File: config.mk
export PLATFORM = sky130hd
export DESIGN_NAME = ft64_seq_multiplier
export DESIGN_NICKNAME = d
export VERILOG_FILES = /design/src/rtl/ft64_seq_multiplier.sv
export SDC_FILE = /design/constraint.sdc
export NUM_CORES = 2
export LEC_CHECK = 0
export CAP_MARGIN = 20
export CORE_UTILIZATION = 50
export CTS_BUF_LIST = sky130_fd_sc_hd__clkbuf_16
export DETAILED_ROUTE_END_ITERATION = 6
export HOLD_SLACK_MARGIN = 0.1
export PLACE_DENSITY = 0.68
export REMOVE_ABC_BUFFERS = 1
export SYNTH_ARGS = -nofsm -noshare
export SYNTH_HDL_FRONTEND = slang
export SYNTH_SLANG_ARGS = --single-unit
File: constraint.sdc
create_clock -name clk -period 22.7 [get_ports clk]
set_input_delay 4.54 -clock clk [delete_from_list [all_inputs] [get_ports clk]]
set_output_delay 4.54 -clock clk [all_outputs]
set_load 0.02 [all_outputs]
File: src/rtl/ft64_seq_multiplier.sv
// ft64_seq_multiplier
// Iterative WID x WID -> 2*WID integer multiplier. It retires DIGIT bits of
// the multiplicand magnitude per MULT cycle, so latency grows as WID/DIGIT.
// Signed modes multiply magnitudes and fix the sign in a final SGNADJ cycle.
//
// Handshake: the issuer pulses ld while idle=1. The operands and mode are
// captured on that edge. done is high in DONE, and also in IDLE whenever ld is
// low. It therefore drops in the load cycle, which keeps a stale o from being
// consumed. abort returns the unit to IDLE from any state without writing o.
//
// Ports:
//   clk, rst     rising-edge clock, asynchronous active-high reset
//   ld           start request (honoured only in IDLE)
//   abort        cancel the operation in flight (highest priority)
//   sgn, sgnus   signed x signed / signed x unsigned mode (sgnus wins)
//   a, b         multiplicand / multiplier, WID bits
//   o            registered 2*WID-bit product
//   done, idle   status (combinational from state and ld)
//   dbg_state_o  current FSM state encoding, for observation
module ft64_seq_multiplier #(
  parameter int WID   = 64,
  parameter int DIGIT = 16,
  parameter int CNTW  = 7
) (
  input  logic             clk,
  input  logic             rst,
  input  logic             ld,
  input  logic             abort,
  input  logic             sgn,
  input  logic             sgnus,
  input  logic [WID-1:0]   a,
  input  logic [WID-1:0]   b,
  output logic [2*WID-1:0] o,
  output logic             done,
  output logic             idle,
  output logic [1:0]       dbg_state_o
);

  localparam int NDIG = WID / DIGIT;

  typedef enum logic [1:0] {
    S_IDLE   = 2'd0,
    S_MULT   = 2'd1,
    S_SGNADJ = 2'd2,
    S_DONE   = 2'd3
  } state_e;

  state_e           state_q, state_d;
  logic [WID-1:0]   aa_q, aa_d;
  logic [WID-1:0]   bb_q, bb_d;
  logic [2*WID-1:0] prod_q, prod_d;
  logic [2*WID-1:0] o_q, o_d;
  logic [CNTW-1:0]  cnt_q, cnt_d;
  logic             so_q, so_d;

  logic [WID-1:0]       a_mag, b_mag;
  logic [WID+DIGIT-1:0] p;
  logic [2*WID-1:0]     prod_step;

  // Two's-complement magnitude. The most negative value maps to 2^(WID-1),
  // which is still representable as an unsigned WID-bit number.
  assign a_mag = a[WID-1] ? -a : a;
  assign b_mag = b[WID-1] ? -b : b;

  // One digit step: partial product plus the upper half of the accumulator.
  // It cannot overflow WID+DIGIT bits.
  assign p = (WID+DIGIT)'(bb_q) * (WID+DIGIT)'(aa_q[DIGIT-1:0])
           + (WID+DIGIT)'(prod_q[2*WID-1:WID]);

  // {p, prod[WID-1:DIGIT]}, written so that it stays legal when DIGIT == WID.
  // The bits dropped by the cast are the zeros that the shift brings in.
  assign prod_step = (2*WID)'({p, prod_q[WID-1:0]} >> DIGIT);

  always_comb begin
    state_d = state_q;
    aa_d    = aa_q;
    bb_d    = bb_q;
    prod_d  = prod_q;
    cnt_d   = cnt_q;
    so_d    = so_q;
    o_d     = o_q;
    case (state_q)
      S_IDLE: begin
        if (ld && !abort) begin
          if (sgnus) begin
            aa_d = a_mag;
            bb_d = b;
            so_d = a[WID-1];
          end else if (sgn) begin
            aa_d = a_mag;
            bb_d = b_mag;
            so_d = a[WID-1] ^ b[WID-1];
          end else begin
            aa_d = a;
            bb_d = b;
            so_d = 1'b0;
          end
          prod_d  = '0;
          cnt_d   = CNTW'(NDIG);
          state_d = S_MULT;
        end
      end
      S_MULT: begin
        if (abort) begin
          state_d = S_IDLE;
        end else if (cnt_q != '0) begin
          prod_d = prod_step;
          aa_d   = aa_q >> DIGIT;
          cnt_d  = cnt_q - CNTW'(1);
        end else begin
          state_d = S_SGNADJ;
        end
      end
      S_SGNADJ: begin
        if (abort) begin
          state_d = S_IDLE;
        end else begin
          o_d     = so_q ? -prod_q : prod_q;
          state_d = S_DONE;
        end
      end
      S_DONE: begin
        // o is already written here, so abort changes nothing and ld is ignored.
        state_d = S_IDLE;
      end
      default: state_d = S_IDLE;
    endcase
  end

  always_ff @(posedge clk or posedge rst) begin
    if (rst) begin
      state_q <= S_IDLE;
      aa_q    <= '0;
      bb_q    <= '0;
      prod_q  <= '0;
      o_q     <= '0;
      cnt_q   <= '0;
      so_q    <= 1'b0;
    end else begin
      state_q <= state_d;
      aa_q    <= aa_d;
      bb_q    <= bb_d;
      prod_q  <= prod_d;
      o_q     <= o_d;
      cnt_q   <= cnt_d;
      so_q    <= so_d;
    end
  end

  assign o           = o_q;
  assign idle        = (state_q == S_IDLE);
  assign done        = (state_q == S_DONE) || ((state_q == S_IDLE) && !ld);
  assign dbg_state_o = state_q;

endmodule
==> flow_metrics.tcl <==
set metrics [dict create \
    io_pins 266 \
    core_area_mm2 0.1071 \
    post_cts_resize_count 0 \
    via_count_of_the_first_global_routing_pass 44550 \
    synth_area_per_cell_um2 8.459 \
    synth.yosys.warnings 0 \
    synth-edff-count 0 \
    slowest_stage "clkdlybuf4s50_1" \
    grt.total_usage_pct 30.20 \
    dpl.hpwl_um 123100 \
    yosysTopAreaCellShare_pct 34.47 \
    post_route_cells_drive_above_1_share_pct 2.495 \
    grt_util_met2_pct 48.73 \
    min-delay-path-class "reg -> reg" \
    path_delay_family "buffers and inverters" \
    run_status "completed" \
    synth_sequential_area_ratio_pct 18.25 \
    synth_largest_area_cell "fa_1" \
    final_max_slew_viol_count 0 \
    fmax_mhz 95.96 \
    holdWs_ns 0.4732 \
    globalRoute.busiestLayer "met2" \
    crit_cells 4 \
    gpl.final_weighted_congestion 0.9562 \
    worstSetupStartpointType "primary input" \
    worst-r2r-cell-count 23 \
    drt_wl_total_um 159700 \
    postCtsSetupBuffers 0 \
    critical-path-top-cell-by-count "clkdlybuf4s50_1" \
    gr-total-overflow 0 \
    finalSetupTns_ns 0 \
    worstMarginPinSlew_ns 1.035 \
    final_hold_violations 0 \
    area_used_by_multi_input_combinational_logic_mm2 0.03827 \
    simple_gate_share_of_the_synthesized_area_pct 17.97 \
    floorplan.die_area_mm2 0.1093 \
    synthesis.area_mm2 0.05401 \
    main_combinational_cell_family_by_area_after_synthesis "adder cells" \
    finalCriticalPeriod_ns 10.42 \
    port_buffers 265 \
    cts_inserted_buffers 48 \
    cts-htree-levels 2 \
    netlist-cell-type-count 69 \
    cp_data_required_time_ns 18.16 \
    worstSkewPairLatency_ns 0.66 \
    fillerInstances 9874 \
    grt_use_met3_pct 6.462 \
    firstDrtPassIters 5 \
    tritoncts_num_sinks 394 \
    clk_path_buf_depth 3 \
    finalSetupViolCount 0 \
    synth_commonest_cells "inv_1, nand2_1, fa_1, o21ai_0, dfrtp_1" \
    cts_hold_buffers 0 \
    via_per_inst 5.563 \
    synth_compound_area_share_pct 9.590 \
    slew_headroom_pct 30.36 \
    largest_net_degree_at_the_start_of_global_routing 177 \
    clock-root-buffer "clkbuf_16" \
    synth-main-ff-cell "dfrtp_1" \
    synth_xor_xnor_area_share_pct 4.978 \
    layout-area-overhead-vs-synth_pct 9.366 \
    finalCritPeriodShare_pct 45.91 \
    holdPathStages 2 \
    dr.first_iter.drc_count 3511 \
    drtAntennaViolNets 0 \
    yosys-top-cells-area "fa_1, dfrtp_1, inv_1" \
    num_vias 43500 \
    die_height_um 330.7 \
    worstPathArrival_ns 5.88 \
    grt_antenna_before_repair 12 \
    reg_area_mm2 0.009891 \
    max_cap_viol_count 0 \
    tritoncts "done" \
    cp_max_fo 4 \
    netlist_instances 6385 \
    initial_core_util_pct 50.45 \
    rows 120 \
    worstSetupEndpointType "primary output" \
    postSynth.asyncResetShare_pct 100.0 \
    synth-seq-cells 394 \
    synth_mux_area_share_pct 0.05791 \
    drt-wirelength-per-cell_um 20.42 \
    die_width_um 330.7 \
    slowest_stage_delay_cp_ns 0.60 \
    grt_setup_unrepaired "false" \
    clkTransAtPathRegs_ns 0.06 \
    setup_cp_type "in -> out" \
    cp.buffers_inverters 2 \
    layout.nets 7598 \
    timing.clock.skew_ns 0.03261 \
    synthAdderAreaFrac_pct 38.15 \
    wire_length_of_the_first_global_routing_pass_um 253600 \
    global_route.usage.met1_pct 40.42 \
    crit_chain "clkdlybuf4s50_1 -> nor3_1 -> a21o_1 -> clkdlybuf4s50_1" \
    drcViolationCount 0 \
]
==> per-layer routing <==
metal / vias up / part of all wire (%)
met5: - / 0.026
met4: 6 / 3.6
met3: 276 / 8.3
met2: 1589 / 47
met1: 22150 / 41
li1: 19480 / -
==> through the flow <==
step                      setup slack (ns)  utilization [%]  instances  instance area [µm²]
after floorplan                      7.206                -       6018                52640
after global placement               12.26            53.68       7728                57470
after detailed placement             12.29            53.68       7728                57470
after CTS                            12.28            55.18       7817                59070
after global routing                 12.20            55.18       7818                59070
final                                12.28            55.18       7819                59070
==> worst min-delay path, stage by stage (launching register included) <==
cell,delay (ns)
dfrtp_1,0.34
nand2_1,0.04
o21ai_0,0.06
==> path summary, 6_finish.rpt <==
path                          start     endpoint  slack [ns]
setup / recovery                 ld         done       12.28
hold / removal             aa_q[59]     aa_q[59]        0.47
setup reg to reg           aa_q[12]  prod_q[123]       14.12
hold reg to reg            aa_q[59]     aa_q[59]        0.47
max in group asynchronous       rst         so_q       16.74
min in group asynchronous       rst     aa_q[53]        4.43
==> final cells by class <==
cell class | instances | share of cell area, %
Tap cell | 1403 | 2.972
Clock inverter | 41 | 0.6757
Clock buffer | 48 | 2.033
Antenna cell | 2 | 0.008472
Sequential cell | 394 | 16.74
Multi-Input combinational cell | 4409 | 64.79
Timing Repair Buffer | 307 | 5.045
Inverter | 1215 | 7.733
==> placed cells by master (no fill, tap or decap), drive strengths merged, types with 6 or more instances in the layout <==
| cell | synthesis | final |
|---|---|---|
| buf | 26 | 42 |
| nor4 | 27 | 27 |
| o21ai | 445 | 445 |
| or4 | 29 | 29 |
| and3 | 20 | 20 |
| nand3 | 132 | 132 |
| a21boi | 6 | 6 |
| clkinv | 0 | 20 |
| a21oi | 189 | 189 |
| nor3 | 58 | 58 |
| o21a | 19 | 19 |
| nand2b | 17 | 17 |
| xor2 | 142 | 142 |
| bufinv | 0 | 6 |
| o21bai | 13 | 13 |
| or3 | 41 | 41 |
| nand3b | 6 | 6 |
| fa | 930 | 930 |
| nand2 | 1216 | 1216 |
| xnor2 | 165 | 165 |
| a221o | 6 | 6 |
| o22ai | 19 | 19 |
| clkdlybuf4s50 | 0 | 265 |
| dfrtp | 394 | 394 |
| or2 | 7 | 7 |
| and2 | 344 | 344 |
| nand4 | 35 | 35 |
| a211oi | 9 | 9 |
| o211ai | 6 | 6 |
| ha | 159 | 159 |
| a21o | 34 | 34 |
| o41ai | 24 | 24 |
| a31oi | 24 | 24 |
| nor2 | 163 | 163 |
| clkbuf | 341 | 48 |
| o31ai | 61 | 61 |
| nor2b | 10 | 10 |
| inv | 1215 | 1227 |
==> sequential cells by signal, indices dropped and copies added, names as in the netlist <==
register     count
dbg_state_o      2
o              128
so_q             1
bb_q            64
aa_q            64
prod_q         128
cnt_q            7
==> logic make-up (layout without fill, tap and decap cells) <==
family,after synthesis,after routing
and+or+nand+nor,2120,2120
buffers and inverters,1582,1611
adders and majority gates,1089,1089
AOI/OAI and AO/OA,890,890
DFF,394,394
xor gates and xnor gates,307,307
muxes,3,3
other,0,2
Power is not shown: default switching activity piles up to over one toggle a cycle in this logic, so the estimate is an artifact.
